==> config.mk <==
export PLATFORM = sky130hd
export DESIGN_NAME = player_mover_n_flat
export DESIGN_NICKNAME = d
export VERILOG_FILES = /design/src/rtl/player_mover_n_if.sv /design/src/rtl/player_mover_n.sv /design/src/flat_wrapper.sv
export SDC_FILE = /design/constraint.sdc
export NUM_CORES = 1
export LEC_CHECK = 0
export CAP_MARGIN = 25
export CELL_PAD_IN_SITES_DETAIL_PLACEMENT = 0
export CELL_PAD_IN_SITES_GLOBAL_PLACEMENT = 1
export CORE_MARGIN = 1.5
export CORE_UTILIZATION = 44
export DETAILED_ROUTE_END_ITERATION = 10
export GPL_TIMING_DRIVEN = 0
export PLACE_DENSITY = 0.83
export RECOVER_POWER = 100
export SLEW_MARGIN = 15
export SYNTH_ARGS = -nofsm -noshare
export SYNTH_HDL_FRONTEND = slang
export SYNTH_SLANG_ARGS = --single-unit
==> constraint.sdc <==
create_clock -name clk -period 8.05 [get_ports clk]
set_input_delay 0.805 -clock clk [delete_from_list [all_inputs] [get_ports clk]]
set_output_delay 0.805 -clock clk [all_outputs]
set_load 0.02 [all_outputs]
==> src/rtl/player_mover_n_if.sv <==
// rtl/player_mover_n_if.sv - joystick/sprite-side bundle for player_mover_n
interface player_mover_n_if #(
  parameter int NPLAYERS = 2,
  parameter int PW       = 11,
  parameter int SPW      = 8
);
  logic                    eof;
  logic [NPLAYERS*PW-1:0]  init_x;
  logic [NPLAYERS*PW-1:0]  init_y;
  logic [NPLAYERS-1:0]     key_up;
  logic [NPLAYERS-1:0]     key_down;
  logic [NPLAYERS-1:0]     key_left;
  logic [NPLAYERS-1:0]     key_right;
  logic [NPLAYERS*SPW-1:0] speed;
  logic [NPLAYERS*PW-1:0]  pos_x;
  logic [NPLAYERS*PW-1:0]  pos_y;
  logic [NPLAYERS*3-1:0]   sprite;
  logic [NPLAYERS-1:0]     moving;
  logic                    frame_done;

  modport master (
    output eof, init_x, init_y, key_up, key_down, key_left, key_right, speed,
    input  pos_x, pos_y, sprite, moving, frame_done
  );

  modport slave (
    input  eof, init_x, init_y, key_up, key_down, key_left, key_right, speed,
    output pos_x, pos_y, sprite, moving, frame_done
  );
endinterface

==> src/rtl/player_mover_n.sv <==
// rtl/player_mover_n.sv - frame-stepped tile movement controller for NPLAYERS players
// Optional macro PLAYER_ANIM_EN adds a per-player walk-animation toggle.
module player_mover_n #(
  parameter int NPLAYERS = 2,
  parameter int TILE     = 32,
  parameter int GRID_W   = 25,
  parameter int GRID_H   = 17,
  parameter int PW       = 11,
  parameter int FRAC     = 4,
  parameter int SPW      = 8,
  parameter int ANIM_DIV = 8
) (
  input  logic            clk,
  input  logic            reset,
  player_mover_n_if.slave bus
);
  localparam int QW = PW + FRAC;
  localparam int IW = (NPLAYERS > 1) ? $clog2(NPLAYERS) : 1;
  localparam logic [IW-1:0] LAST = IW'(NPLAYERS - 1);
  localparam logic signed [PW-1:0] TILE_S = PW'(TILE);
  localparam logic signed [PW-1:0] MAX_X = PW'((GRID_W - 1) * TILE);
  localparam logic signed [PW-1:0] MAX_Y = PW'((GRID_H - 1) * TILE);
  localparam logic [2:0] SPR_FACE   = 3'd0;
  localparam logic [2:0] SPR_UP1    = 3'd1;
  localparam logic [2:0] SPR_RIGHT1 = 3'd3;
  localparam logic [2:0] SPR_LEFT1  = 3'd5;

  typedef logic signed [QW-1:0] q_t;
  typedef enum logic [1:0] {DIR_UP, DIR_DOWN, DIR_RIGHT, DIR_LEFT} dir_t;
  typedef enum logic [1:0] {S_IDLE, S_LOOK, S_STEP} state_t;

  state_t          state, state_next;
  logic [IW-1:0]   idx, idx_next;
  logic            frame_done_next;
  logic            frame_done_r;

  q_t                   px    [NPLAYERS];
  q_t                   py    [NPLAYERS];
  q_t                   delta [NPLAYERS];
  logic signed [PW-1:0] goal  [NPLAYERS];
  dir_t                 dir   [NPLAYERS];
  logic                 mv    [NPLAYERS];
  logic [2:0]           spr   [NPLAYERS];

  function automatic logic [2:0] frame1(input dir_t d);
    case (d)
      DIR_UP:    return SPR_UP1;
      DIR_RIGHT: return SPR_RIGHT1;
      DIR_LEFT:  return SPR_LEFT1;
      default:   return SPR_FACE;
    endcase
  endfunction

`ifdef PLAYER_ANIM_EN
  localparam int AW = (ANIM_DIV > 1) ? $clog2(ANIM_DIV) : 1;
  localparam logic [AW-1:0] ANIM_LAST = AW'(ANIM_DIV - 1);
  localparam logic [2:0] SPR_UP2    = 3'd2;
  localparam logic [2:0] SPR_RIGHT2 = 3'd4;
  localparam logic [2:0] SPR_LEFT2  = 3'd6;

  logic [AW-1:0] anim_cnt [NPLAYERS];

  // Down has no second walk frame, so it stays on FACE.
  function automatic logic [2:0] frame2(input dir_t d);
    case (d)
      DIR_UP:    return SPR_UP2;
      DIR_RIGHT: return SPR_RIGHT2;
      DIR_LEFT:  return SPR_LEFT2;
      default:   return SPR_FACE;
    endcase
  endfunction
`endif

  // Move-start decode for the player under the index.
  logic                 key_any, start;
  dir_t                 sel_dir;
  logic [SPW-1:0]       spd;
  q_t                   spd_q, new_delta;
  logic signed [PW-1:0] tile_x, tile_y, new_goal;

  always_comb begin
    spd      = bus.speed[int'(idx) * SPW +: SPW];
    spd_q    = $signed({{(QW - SPW){1'b0}}, spd});
    tile_x   = px[idx][QW-1:FRAC];
    tile_y   = py[idx][QW-1:FRAC];
    key_any  = bus.key_up[idx] | bus.key_down[idx] | bus.key_right[idx] | bus.key_left[idx];
    sel_dir  = DIR_LEFT;
    if (bus.key_up[idx])
      sel_dir = DIR_UP;
    else if (bus.key_down[idx])
      sel_dir = DIR_DOWN;
    else if (bus.key_right[idx])
      sel_dir = DIR_RIGHT;
    start = !mv[idx] && key_any && (spd != '0);
    case (sel_dir)
      DIR_UP: begin
        new_goal  = tile_y - TILE_S;
        new_delta = -spd_q;
      end
      DIR_DOWN: begin
        new_goal  = tile_y + TILE_S;
        new_delta = spd_q;
      end
      DIR_RIGHT: begin
        new_goal  = tile_x + TILE_S;
        new_delta = spd_q;
      end
      default: begin
        new_goal  = tile_x - TILE_S;
        new_delta = -spd_q;
      end
    endcase
  end

  // Step evaluation on the moving axis; off-map goals land on the opposite edge tile.
  logic                 vert, wrap, arrive;
  logic signed [PW-1:0] max_a;
  q_t                   cur_a, next_a, goal_q, land;

  always_comb begin
    vert   = (dir[idx] == DIR_UP) || (dir[idx] == DIR_DOWN);
    cur_a  = vert ? py[idx] : px[idx];
    max_a  = vert ? MAX_Y : MAX_X;
    next_a = cur_a + delta[idx];
    goal_q = {goal[idx], {FRAC{1'b0}}};
    wrap   = (goal[idx] < 0) || (goal[idx] > max_a);
    arrive = delta[idx][QW-1] ? (next_a <= goal_q) : (next_a >= goal_q);
    if (!wrap)
      land = goal_q;
    else if (goal[idx] < 0)
      land = {max_a, {FRAC{1'b0}}};
    else
      land = '0;
  end

  always_ff @(posedge clk) begin
    if (reset) begin
      state <= S_IDLE;
      idx   <= '0;
    end else begin
      state <= state_next;
      idx   <= idx_next;
    end
  end

  always_comb begin
    state_next      = state;
    idx_next        = idx;
    frame_done_next = 1'b0;
    case (state)
      S_IDLE: begin
        if (bus.eof) begin
          state_next = S_LOOK;
          idx_next   = '0;
        end
      end
      S_LOOK: begin
        if (mv[idx] || start) begin
          state_next = S_STEP;
        end else if (idx == LAST) begin
          state_next      = S_IDLE;
          idx_next        = '0;
          frame_done_next = 1'b1;
        end else begin
          idx_next = idx + IW'(1);
        end
      end
      S_STEP: begin
        if (idx == LAST) begin
          state_next      = S_IDLE;
          idx_next        = '0;
          frame_done_next = 1'b1;
        end else begin
          state_next = S_LOOK;
          idx_next   = idx + IW'(1);
        end
      end
      default: state_next = S_IDLE;
    endcase
  end

  always_ff @(posedge clk) begin
    if (reset) begin
      frame_done_r <= 1'b0;
      for (int i = 0; i < NPLAYERS; i++) begin
        px[i]    <= {bus.init_x[i*PW +: PW], {FRAC{1'b0}}};
        py[i]    <= {bus.init_y[i*PW +: PW], {FRAC{1'b0}}};
        delta[i] <= '0;
        goal[i]  <= '0;
        dir[i]   <= DIR_DOWN;
        mv[i]    <= 1'b0;
        spr[i]   <= SPR_FACE;
`ifdef PLAYER_ANIM_EN
        anim_cnt[i] <= '0;
`endif
      end
    end else begin
      frame_done_r <= frame_done_next;
      if (state == S_LOOK && start) begin
        mv[idx]    <= 1'b1;
        goal[idx]  <= new_goal;
        delta[idx] <= new_delta;
        dir[idx]   <= sel_dir;
        spr[idx]   <= frame1(sel_dir);
`ifdef PLAYER_ANIM_EN
        anim_cnt[idx] <= '0;
`endif
      end
      if (state == S_STEP) begin
        if (wrap || arrive) begin
          if (vert)
            py[idx] <= land;
          else
            px[idx] <= land;
          mv[idx]  <= 1'b0;
          spr[idx] <= frame1(dir[idx]);
        end else begin
          if (vert)
            py[idx] <= next_a;
          else
            px[idx] <= next_a;
`ifdef PLAYER_ANIM_EN
          if (anim_cnt[idx] == ANIM_LAST) begin
            anim_cnt[idx] <= '0;
            spr[idx]      <= (spr[idx] == frame1(dir[idx])) ? frame2(dir[idx]) : frame1(dir[idx]);
          end else begin
            anim_cnt[idx] <= anim_cnt[idx] + 1'b1;
          end
`endif
        end
      end
    end
  end

  assign bus.frame_done = frame_done_r;

  for (genvar i = 0; i < NPLAYERS; i++) begin : g_out
    assign bus.pos_x[i*PW +: PW] = px[i][QW-1:FRAC];
    assign bus.pos_y[i*PW +: PW] = py[i][QW-1:FRAC];
    assign bus.sprite[i*3 +: 3]  = spr[i];
    assign bus.moving[i]         = mv[i];
  end
endmodule

==> src/flat_wrapper.sv <==
// flat-port wrapper written by rule: the top's interface ports become plain ports
module player_mover_n_flat 
#(
  parameter int NPLAYERS = 2,
  parameter int TILE     = 32,
  parameter int GRID_W   = 25,
  parameter int GRID_H   = 17,
  parameter int PW       = 11,
  parameter int FRAC     = 4,
  parameter int SPW      = 8,
  parameter int ANIM_DIV = 8
)
  (clk, reset, bus_eof, bus_init_x, bus_init_y, bus_key_up, bus_key_down, bus_key_left, bus_key_right, bus_speed, bus_pos_x, bus_pos_y, bus_sprite, bus_moving, bus_frame_done);
  player_mover_n_if #(.NPLAYERS(NPLAYERS), .PW(PW), .SPW(SPW)) bus_i ();
  input  logic clk;
  input  logic reset;
  input wire logic [$bits(bus_i.eof)-1:0] bus_eof;
  input wire logic [$bits(bus_i.init_x)-1:0] bus_init_x;
  input wire logic [$bits(bus_i.init_y)-1:0] bus_init_y;
  input wire logic [$bits(bus_i.key_up)-1:0] bus_key_up;
  input wire logic [$bits(bus_i.key_down)-1:0] bus_key_down;
  input wire logic [$bits(bus_i.key_left)-1:0] bus_key_left;
  input wire logic [$bits(bus_i.key_right)-1:0] bus_key_right;
  input wire logic [$bits(bus_i.speed)-1:0] bus_speed;
  output wire logic [$bits(bus_i.pos_x)-1:0] bus_pos_x;
  output wire logic [$bits(bus_i.pos_y)-1:0] bus_pos_y;
  output wire logic [$bits(bus_i.sprite)-1:0] bus_sprite;
  output wire logic [$bits(bus_i.moving)-1:0] bus_moving;
  output wire logic [$bits(bus_i.frame_done)-1:0] bus_frame_done;
  assign bus_i.eof = bus_eof;
  assign bus_i.init_x = bus_init_x;
  assign bus_i.init_y = bus_init_y;
  assign bus_i.key_up = bus_key_up;
  assign bus_i.key_down = bus_key_down;
  assign bus_i.key_left = bus_key_left;
  assign bus_i.key_right = bus_key_right;
  assign bus_i.speed = bus_speed;
  assign bus_pos_x = bus_i.pos_x;
  assign bus_pos_y = bus_i.pos_y;
  assign bus_sprite = bus_i.sprite;
  assign bus_moving = bus_i.moving;
  assign bus_frame_done = bus_i.frame_done;
  player_mover_n #(.NPLAYERS(NPLAYERS), .TILE(TILE), .GRID_W(GRID_W), .GRID_H(GRID_H), .PW(PW), .FRAC(FRAC), .SPW(SPW), .ANIM_DIV(ANIM_DIV)) u_core (.clk(clk), .reset(reset), .bus(bus_i));
endmodule
# == Word-level counts from Yosys, hierarchy flattened ==
# Memories as Yosys holds them, arrays and structs flattened. A register that Yosys moved wholly into a read port is not among the register bits.
# Cells that the tools add are included.
# classes
reduce_logical,23
mux,101
shift,1
bitwise,7
n_addsub,7
eq_ne,11
magnitude_cmp,5
# op_table
op,count
$mux 15,9
$mux 1,71
$reduce_or 15->1,3
$pmux 11 s3,1
$add 11x7->11 const B,2
$sub 11x7->11 const B,2
$mux 3,7
$pmux 3 s3,2
$shiftx 16x5->8,1
$add 15x15->15,1
$ge 15x15->1,1
$le 15x15->1,1
$neg 8->15,1
$mux 2,6
$gt 11x11->1,1
$lt 11x1->1 const B,1
$mux 11,1
$reduce_or 11->1,1
$eq 2x2->1 const B,5
$mux 9,1
$reduce_bool 8->1,1
$or 1x1->1,7
$eq 2x1->1 const B,3
$logic_not 2->1,3
16 further kinds,23
# word_totals
memories,7
inputBits,71
ff_bits,4
word_cells,165
out_inout_bits,53
mem_bits_rw,124
# memory_table
memory,depth,width,read_ports,rd_clocked_by_memory_dff,write_ports,line,rtl
u_core.delta,2,15,1,1,2,player_mover_n.sv:39,q_t delta [NPLAYERS];
u_core.px,2,15,3,1,2,player_mover_n.sv:37,q_t px [NPLAYERS];
u_core.py,2,15,3,1,2,player_mover_n.sv:38,q_t py [NPLAYERS];
u_core.goal,2,11,1,1,2,player_mover_n.sv:40,logic signed [PW-1:0] goal [NPLAYERS];
u_core.spr,2,3,2,0,2,player_mover_n.sv:43,logic [2:0] spr [NPLAYERS];
u_core.dir,2,2,1,1,2,player_mover_n.sv:41,dir_t dir [NPLAYERS];
1 more memories,-,-,-,-,-,-,

# == Logic depth before layout (Yosys ltp) ==
# Gate-level depths: netlist of run 1.
# logic_depth
depth_word,14
ltp_mapped,26
depth_no_buf,19

# == Worst setup path after synthesis of run 1 ==
# No wires, ideal clock.
# synth_path
path_kind,register to register
startpoint,register with a tool-made name
endpoint,"memory u_core.px[1][11] (netlist bit), data pin"
arrival_time_ns,5.928
setup_ns,0.260
n_path_buf,7
required_time_ns,7.790
path_stages_with_launch,25
path_slack_ns,1.862
period_less_slack_ns,6.188
path_cell_list,dfxtp_1 > buf_6 > buf_2 > buf_2 > buf_2 > clkbuf_1 > buf_1 > a21oi_1 > ha_1 > fa_1 > a21o_1 > a221o_1 > o21ai_2 > o21ai_1 > a21oi_1 > xor2_1 > ha_1 > nand4_1 > a211oi_1 > a2111oi_2 > xor2_1 > or2_4 > buf_6 > mux2_4 > mux2_2
# synth_rtl
element,line
to (decl),player_mover_n.sv:37

==> impl_metrics.tcl, run 1 <==
set metrics [dict create \
    syn_area_sq_um 8640 \
    clk_latency_ns 0.43 \
    overflow 0 \
    rows 51 \
    ir_drop_mv 0.208 \
    fin_cells 1264 \
    cap_violations 0 \
    timing.fmax_mhz 133 \
    synth_cell_types 71 \
    core_area_sq_um 19300 \
    period_needed_ns 7.51 \
    ant_nets 0 \
    hold_slack_ns 0.496 \
    routedWlPerCell_um 19.9 \
    clock_skew_ns 0.0147 \
    synth.top_cell.area_share_pct 42.4 \
    drv_slew 0 \
    dieArea_sq_um 20500 \
    async_flop_share_pct 0 \
    grt_start_max_net_pins 20 \
    hold_class "reg -> reg" \
    dp_hpwl_mm 19.4 \
    worstSetupPathType "reg -> reg" \
    synthTopCellsByArea "edfxtp_1 (42%), mux2i_1 (6.7%), ha_1 (5.6%), nor2_1 (4.3%), buf_4 (4.0%)" \
    cts.sinks 127 \
    finalWirelength_mm 25.2 \
    power.density_nw_per_um2 275 \
    final_common_cell "edfxtp_1" \
    synth_edf_count 122 \
    portBuffers 123 \
    clockBufferDepth 2 \
    start_util_pct 44.7 \
    worstPathArrival_ns 7.70 \
    vias_per_cell 5.53 \
    die_y_um 143 \
    die_w_um 143 \
    setup.worst_path.end_class "flop" \
    rsz0062_at_grt "no" \
    p_total_mw 2.99 \
    start_kind "flop" \
    fin_ws_ns 0.536 \
    critPathRequiredTime_ns 8.23 \
    drt-pass1-iter-count 5 \
    num_vias 6984 \
    dp_cells 1231 \
    relSlewSlack_pct 22.8 \
    ys_ff_latch 127 \
    grt_pass1_vias 6880 \
    antenna_found_initial 2 \
    place_congestion 0.875 \
    clkTransAtPathRegs_ns 0.06 \
    tightest_slew_ns 1.16 \
    synthCells 839 \
    outcome "finished, final reports clean" \
    drive_above_1_share_pct 14.1 \
    ys_seq_area_share_pct 43.5 \
    synthFlopType "edfxtp_1" \
    grt_use_total_pct 25.6 \
    cts_made_buffers 17 \
    finalCritPeriodShare_pct 93.3 \
    num-nets-final 1096 \
    synth_nets 950 \
    synth_top_cell_by_area "edfxtp_1" \
    clockRootBuffer "clkbuf_16" \
    cts_tree "built" \
    place_ws_ns -0.108 \
    h-tree-depth 4 \
    grt_pass1_wl_mm 38.2 \
    holdBufCountCts 0 \
    drc_errors 0 \
    setup_viol 0 \
    finalHoldViolCount 0 \
    syn_avg_cell_area_sq_um 10.3 \
    first_iter_violations 602 \
    p_leak_nw 4.23 \
    yosysWarnings 0 \
    post_cts_buffers 0 \
    fin_util_pct 56.1 \
    syn_to_final_growth_pct 25.4 \
    most-common-layout-cells "edfxtp_1 (122), nor2_1 (98), nand2_1 (74)" \
    worstPathMaxFanout 10 \
    top_level_ports 124 \
    nFillCells 1747 \
]
## sequential cells by signal, summed over array words and instances (netlist names), named ones only
register / count
u_core.dir: 4
u_core.delta: 28
u_core.mv: 2
u_core.bus.frame_done: 1
u_core.state: 2
u_core.px: 30
u_core.spr: 6
u_core.py: 30
u_core.idx: 1
u_core.goal: 22
## cell type report
class	instances	area [sq um]	share of cell area (%)
diodes	1	2.50	0.0231
plain buffers	88	534	4.93
flip-flops and latches	127	3760	34.7
repair buffers	127	1250	11.6
well taps	265	332	3.06
multi-input cells	599	4280	39.5
clock inverters	12	144	1.33
inverters	25	93.8	0.866
clock buffers	20	437	4.03
## final timing paths
path,from,endpoint,slack [ns],cells past startpoint
max,flop,u_core.px[1][11]$_DFFE_PP_,0.54,25
min,u_core.state[0]$_SDFFE_PP0P_,u_core.state[0]$_SDFFE_PP0P_,0.50,2
max reg2reg,flop,u_core.px[1][11]$_DFFE_PP_,0.54,25
min reg2reg,u_core.state[0]$_SDFFE_PP0P_,u_core.state[0]$_SDFFE_PP0P_,0.50,2
## stage by stage
step	cell area (sq um)	TNS, ns
6_report	10800	0
5_1_grt	10800	0
4_1_cts	10800	0
3_5_place_dp	10300	-0.315
3_3_place_gp	10200	-0.266
2_1_floorplan	8640	0
## kinds of logic (layout without fill, tap and decap cells)
family | Yosys count | after routing | share of synthesized area (%)
flip-flops | 127 | 127 | 43.5
other | 0 | 1 | 0
AND/OR/NAND/NOR | 279 | 279 | 15.2
adder cells (fa/ha/maj) | 40 | 40 | 5.88
buffers and inverters | 113 | 272 | 7.25
XOR/XNOR | 31 | 31 | 3.14
multiplexers | 97 | 97 | 13.4
AO/OA/AOI/OAI | 152 | 152 | 11.6
## worst max-delay path: stages, from the launching register on
cell and delay, ns:
dfxtp_1 0.32, buf_6 0.19, clkbuf_2 0.36, buf_2 0.38, buf_2 0.38, buf_2 0.38
buf_2 0.33, a21oi_1 0.21, ha_1 0.31, buf_2 0.17, and3_1 0.17, clkbuf_1 0.14
or4_1 0.50, o21ai_2 0.23, o21ai_1 0.13, a21oi_2 0.31, xor2_2 0.39, ha_1 0.35
nand4_1 0.15, a211oi_1 0.09, a2111oi_4 0.44, xor2_2 0.28, or2_0 0.22, buf_6 0.20
mux2_4 0.33, mux2_2 0.26
## power by group
group | leakage (nW) | internal, mW | switching [mW]
clock | 0.275 | 0.482 | 0.288
combinational | 2.68 | 0.536 | 0.861
sequential | 1.27 | 0.789 | 0.0304
total | 4.23 | 1.81 | 1.18
## metal layers
layer | vias up | GRT usage (%) | wire (um)
met5 | - | 3.01 | 36
met4 | 4 | 11.0 | 853
met3 | 54 | 5.97 | 1790
met2 | 264 | 40.7 | 11700
met1 | 3319 | 33.3 | 10700
li1 | 3343 | - | -
## synth_stat cells (all sizes together), types with 7 or more instances
cell type,instances
edfxtp,122
a21oi,36
buf,66
o21ai,44
nor2b,22
ha,39
clkbuf,22
inv,25
nand3,10
nand2,74
mux2i,58
a211oi,18
xnor2,18
nor3,35
o22a,7
mux4,12
xor2,13
mux2,27
nor2,98
## timing repair
item | 4_1_cts | 5_1_grt
gates cloned | 0 | 0
endpoints found under the setup margin | 21 | 74
pin swaps | 0 | 1
endpoints found under the hold margin | 0 | 0
gates resized for setup | 1 | 5
Note: power is estimated with default switching activity, not from simulation.
==> run 2, diff against run 1 <==
- ABC_AREA: not set -> 1
- CORE_UTILIZATION: 44 -> 41
- GPL_ROUTABILITY_DRIVEN: not set -> 0
- PLACE_DENSITY: 0.83 -> 0.82
==> run 2 against run 1 <==
Against the previous run: die area up 8.0%; hold slack better by 0.039 ns; sequential share of layout area down 0.15 points; largest cell class unchanged.
==> impl_metrics.tcl, run 2 <==
set metrics [dict create \
    multi_input_area_sq_um 3970 \
    ys_seq_area_share_pct 43.2 \
    vias_per_cell 5.05 \
    finalWirelength_mm 27.0 \
    critPathMaxStageDelay_ns 0.58 \
    synth_top_cell_by_area "edfxtp_1" \
    synth-simple-area-share_pct 30.6 \
    synth_cell_types 42 \
    ant_nets 0 \
    outcome "finished, final reports clean" \
    die_w_um 149 \
    ys_ff_latch 127 \
    cap_violations 0 \
    p_total_mw 3.72 \
    fin_cells 1561 \
    nFillCells 2096 \
    finalCritPeriodShare_pct 82.8 \
    maxUsedRoutingLayer "met4" \
    synth_top_cells_by_count "nand2_1 (379), nor2_1 (128), edfxtp_1 (122)" \
    top_level_ports 124 \
    post_cts_buffers 0 \
    num_vias 7885 \
    drive_above_1_share_pct 8.32 \
    synth_nets 1242 \
    worstPathArrival_ns 6.85 \
    ir_drop_mv 0.211 \
    wl_met1_mm 12.1 \
    p_leak_nw 5.02 \
    core_area_sq_um 21000 \
    dieArea_sq_um 22100 \
    yosysWarnings 0 \
    worstSetupPathType "reg -> reg" \
    hold_class "reg -> reg" \
    synthAdderAreaFrac_pct 5.83 \
    dp_hpwl_mm 21.2 \
    clockRootBuffer "clkbuf_16" \
    rsz0062_at_grt "no" \
    synth.top_cell.area_share_pct 42.0 \
    start_util_pct 41.6 \
    slowest_stage "xor2_1" \
    dp_cells 1529 \
    syn_area_sq_um 8710 \
    num-nets-final 1384 \
    clock_skew_ns 0.0111 \
    synth_mux_area_share_pct 0.919 \
    timing.fmax_mhz 150 \
    syn_avg_cell_area_sq_um 7.70 \
    power.density_nw_per_um2 341 \
    final_common_cell "nand2_1" \
    synth-compound-area-share_pct 6.30 \
    critPathRequiredTime_ns 8.23 \
    die_y_um 149 \
    setup.worst_path.end_class "flop" \
    wl_met3_mm 1.53 \
    n_antenna_cell 0 \
    cts_tree "built" \
    drt-pass1-iter-count 7 \
    period_needed_ns 6.67 \
    ff_latch_area_sq_um 3760 \
    synth_xor_area_share_pct 2.18 \
    drc_errors 0 \
    synth.most_common_cell "nand2_1" \
    async_flop_share_pct 0 \
    crit_path_frequent_cell "nand2_1" \
    cts_made_buffers 17 \
    cts.sinks 127 \
    fin_util_pct 52.0 \
    routedWlPerCell_um 17.3 \
    grt_pass1_wl_mm 41.2 \
    relSlewSlack_pct 18.4 \
    tightest_slew_ns 1.22 \
    clockBufferDepth 2 \
    clkTransAtPathRegs_ns 0.06 \
    holdBufCountCts 0 \
    worstPathMaxFanout 10 \
    start_kind "flop" \
    dr_wl_met2_mm 12.7 \
    antenna_found_initial 0 \
    synthCells 1131 \
    rows 53 \
    grt_pass1_vias 7546 \
    synth_top_family_by_area "simple AND/OR/NAND/NOR gates" \
    syn_to_final_growth_pct 25.0 \
    synthFlopType "edfxtp_1" \
    grt_use_total_pct 25.1 \
    most-common-layout-cells "nand2_1 (383), nor2_1 (129), edfxtp_1 (122)" \
    first_iter_violations 631 \
    synth_edf_count 122 \
    clk_latency_ns 0.43 \
    h-tree-depth 4 \
    synthTopCellsByArea "edfxtp_1 (42%), nand2_1 (16%), nand3_1 (5.9%), ha_1 (5.6%), nor2_1 (5.5%)" \
    top_regs "u_core.px (30), u_core.py (30), u_core.delta (28)" \
    tns_ns 0 \
    drv_slew 0 \
    grt_start_max_net_pins 28 \
    setup_viol 0 \
    overflow 0 \
    finalHoldViolCount 0 \
    portBuffers 123 \
    post_cts_resized 0 \
]
[run 2: cell types whose count changed after synthesis, sizes merged, moves of 12 or more]
| cell | delta |
|---|---|
| mux2 | -27 |
| nor3 | -29 |
| xnor2 | -13 |
| inv | +80 |
| nor2b | -22 |
| nand3 | +94 |
| mux4 | -12 |
| nor2 | +32 |
| a211oi | -17 |
| nand2 | +312 |
| mux2i | -50 |
[run 2: critical path: cells and delay by family, from the launching register on]
family                     cells  cell delay, ns
and+or+nand+nor               13            1.66
buffers and inverters          7            2.18
adders and majority gates      2            0.84
DFF                            1            0.41
AOI/OAI and AO/OA              3            0.74
xor gates and xnor gates       1            0.58
[run 2: through the flow]
| step | setup WS (ns) | hold WS [ns] | instance area [sq um] |
|---|---|---|---|
| after floorplan | 3.91 | 0.490 | 8710 |
| after CTS | 2.18 | 0.539 | 10900 |
| after detailed placement | 2.20 | 0.531 | 10300 |
| after global routing | 0.885 | 0.564 | 10900 |
| after global placement | 2.22 | 0.510 | 10300 |
| final | 1.38 | 0.535 | 10900 |
[run 2: worst paths after layout]
path / start / endpoint / slack [ns] / cells past startpoint
setup / recovery: flop / u_core.px[1][4]$_DFFE_PP_ / 1.38 / 26
hold / removal: u_core.state[1]$_SDFFE_PP0P_ / u_core.state[1]$_SDFFE_PP0P_ / 0.53 / 2
setup reg to reg: flop / u_core.px[1][4]$_DFFE_PP_ / 1.38 / 26
hold reg to reg: u_core.state[1]$_SDFFE_PP0P_ / u_core.state[1]$_SDFFE_PP0P_ / 0.53 / 2
[run 2: area by class of cell]
class | instances | area share, %
Multi-Input combinational cell | 813 | 36.5
Tap cell | 275 | 3.16
Timing Repair Buffer | 123 | 11.3
Buffer | 86 | 5.00
Sequential cell | 127 | 34.6
Inverter | 105 | 3.62
Clock buffer | 17 | 3.91
Clock inverter | 15 | 1.99
[run 2: routing by layer]
metal / global-route usage [%] / vias to the layer above
met2: 41.1 / 261
li1: - / 3927
met5: 0 / -
met3: 3.82 / 38
met1: 33.6 / 3659
met4: 9.11 / 0
[run 2: power by group]
group | leakage [nW] | switching, mW | internal [mW] | total (mW)
Combinational | 3.44 | 1.37 | 0.642 | 2.01
Clock | 0.305 | 0.304 | 0.548 | 0.852
Sequential | 1.28 | 0.0327 | 0.819 | 0.852
Total | 5.02 | 1.71 | 2.01 | 3.72
[run 2: logic make-up (layout without fill, tap and decap cells)]
| family | after synthesis | in the layout |
|---|---|---|
| flops | 127 | 127 |
| fa+ha+maj | 40 | 40 |
| mux | 8 | 8 |
| xor+xnor | 20 | 20 |
| simple gates | 647 | 647 |
| compound gates | 98 | 98 |
| buf+inv | 191 | 346 |
==> run 3, diff against run 2 <==
- clock period: 8.05 -> 6.85 ns (I/O delays scaled with it)
==> run 3 against run 2 <==
Against the previous run: die area stayed put; critical endpoint unchanged; clock skew hardly changed; global-route usage unchanged; sequential power rose by 17%; largest cell class unchanged.
==> impl_metrics.tcl, run 3 (synthesis results as in run 2) <==
set metrics [dict create \
    start_kind "flop" \
    grt_pass1_vias 7546 \
    h-tree-depth 4 \
    cts_tree "built" \
    clockBufferDepth 2 \
    rows 53 \
    worstPathArrival_ns 6.18 \
    final_common_cell "nand2_1" \
    clkTransAtPathRegs_ns 0.06 \
    crit_path_frequent_cell "nand2_1" \
    worstSetupPathType "reg -> reg" \
    drv_slew 0 \
    clock_skew_ns 0.0107 \
    dp_hpwl_mm 21.2 \
    multi_input_area_sq_um 3980 \
    fin_cells 1561 \
    overflow 0 \
    tns_ns 0 \
    grt_start_max_net_pins 28 \
    finalHoldViolCount 0 \
    ir_drop_mv 0.248 \
    outcome "finished, final reports clean" \
    top_regs "u_core.px (30), u_core.py (30), u_core.delta (28)" \
    cts_made_buffers 17 \
    cts.sinks 127 \
    post_cts_buffers 0 \
    path_buf_inv 7 \
    finalWirelength_mm 27.0 \
    slowest_stage "clkbuf_1" \
    finalCritPeriodShare_pct 87.7 \
    vias_per_cell 5.01 \
    relSlewSlack_pct 16.4 \
    core_area_sq_um 21000 \
    post_cts_resized 0 \
    grt_use_total_pct 25.1 \
    ff_latch_area_sq_um 3760 \
    regToRegSetupSlack_ns 0.84 \
    die_y_um 149 \
    clk_latency_ns 0.43 \
    critPathMaxStageDelay_ns 0.58 \
    r2r-end "u_core.px[1][4]$_DFFE_PP_" \
    num-nets-final 1384 \
    holdPathEnd "u_core.state[1]$_SDFFE_PP0P_" \
    portBuffers 123 \
    drive_above_1_share_pct 8.48 \
    drc_errors 0 \
    antenna_found_initial 0 \
    grt_pass1_wl_mm 41.2 \
    period_needed_ns 6.01 \
    syn_to_final_growth_pct 25.1 \
    p_leak_nw 5.03 \
    setup.worst_path.end_class "flop" \
    routedWlPerCell_um 17.3 \
    first_iter_violations 656 \
    cap_violations 0 \
    hold_class "reg -> reg" \
    holdBufCountCts 0 \
    worstHoldStart "u_core.state[1]$_SDFFE_PP0P_" \
    power.density_nw_per_um2 401 \
    nFillCells 2094 \
    dieArea_sq_um 22100 \
    cpLargestDelayFamily "simple AND/OR/NAND/NOR gates" \
    ant_nets 0 \
    most-common-layout-cells "nand2_1 (383), nor2_1 (129), edfxtp_1 (122)" \
    tightest_slew_ns 1.25 \
    timing.fmax_mhz 166 \
    top_level_ports 124 \
    start_util_pct 41.6 \
    reg2regPathDepth 30 \
    die_w_um 149 \
    n_antenna_cell 0 \
    num_vias 7824 \
    dp_cells 1529 \
    setup_viol 0 \
    critPathRequiredTime_ns 7.03 \
    whs_path_depth 2 \
    clockRootBuffer "clkbuf_16" \
    drt-pass1-iter-count 6 \
    worstPathMaxFanout 10 \
    rsz0062_at_grt "no" \
]
run 3: worst register-to-register path: cells and delay by family (launching register included):
kind            cells  cell delay, ns
flops               1            0.41
compound gates      4            0.66
simple gates       16            1.80
fa+ha+maj           2            0.73
xor+xnor            1            0.36
buf+inv             7            1.79
run 3: report_power, final:
group	internal (mW)	total [mW]	switching, mW
logic	0.760	2.37	1.61
clock network	0.644	1.00	0.359
registers	0.963	1.00	0.0387
run 3: final cells by class:
cell class                      count  area share (%)
Inverter                          105            3.61
Multi-Input combinational cell    813            36.5
Sequential cell                   127            34.5
Buffer                             86            5.06
Clock inverter                     15            1.99
Tap cell                          275            3.16
Timing Repair Buffer              123            11.3
Clock buffer                       17            3.90
run 3: worst max path at each step:
| stage | endpoint | slack [ns] | startpoint | cells after the start |
|---|---|---|---|---|
| floorplan | u_core.px[0][10]$_DFFE_PP_ | 2.71 | flop | 27 |
| global placement | u_core.px[0][4]$_DFFE_PP_ | 1.02 | flop | 27 |
| detailed placement | u_core.px[0][10]$_DFFE_PP_ | 1.00 | flop | 27 |
| CTS | u_core.px[0][4]$_DFFE_PP_ | 0.98 | flop | 27 |
| global route | u_core.mv[0]$_SDFFCE_PN0P_ | 0.30 | flop | 29 |
| finish | u_core.px[1][4]$_DFFE_PP_ | 0.84 | flop | 30 |
run 3: stage by stage:
step	utilization (%)	hold WS, ns	power (mW)	instance area [sq um]	setup slack [ns]
after floorplan	-	0.490	2.65	8710	2.71
after global placement	49.1	0.510	3.34	10300	1.02
after detailed placement	49.1	0.531	3.37	10300	1.00
after CTS	52.2	0.539	4.38	10900	0.976
after global routing	52.0	0.564	4.69	10900	0.296
final	52.0	0.535	4.37	10900	0.843
run 3: routing by layer:
layer / vias up / share of wire (%) / GRT usage (%)
met5: - / 0 / 0
met4: 0 / 2.6 / 9.11
met3: 34 / 5.6 / 3.82
met2: 257 / 47 / 41.1
met1: 3611 / 45 / 33.6
li1: 3922 / - / -
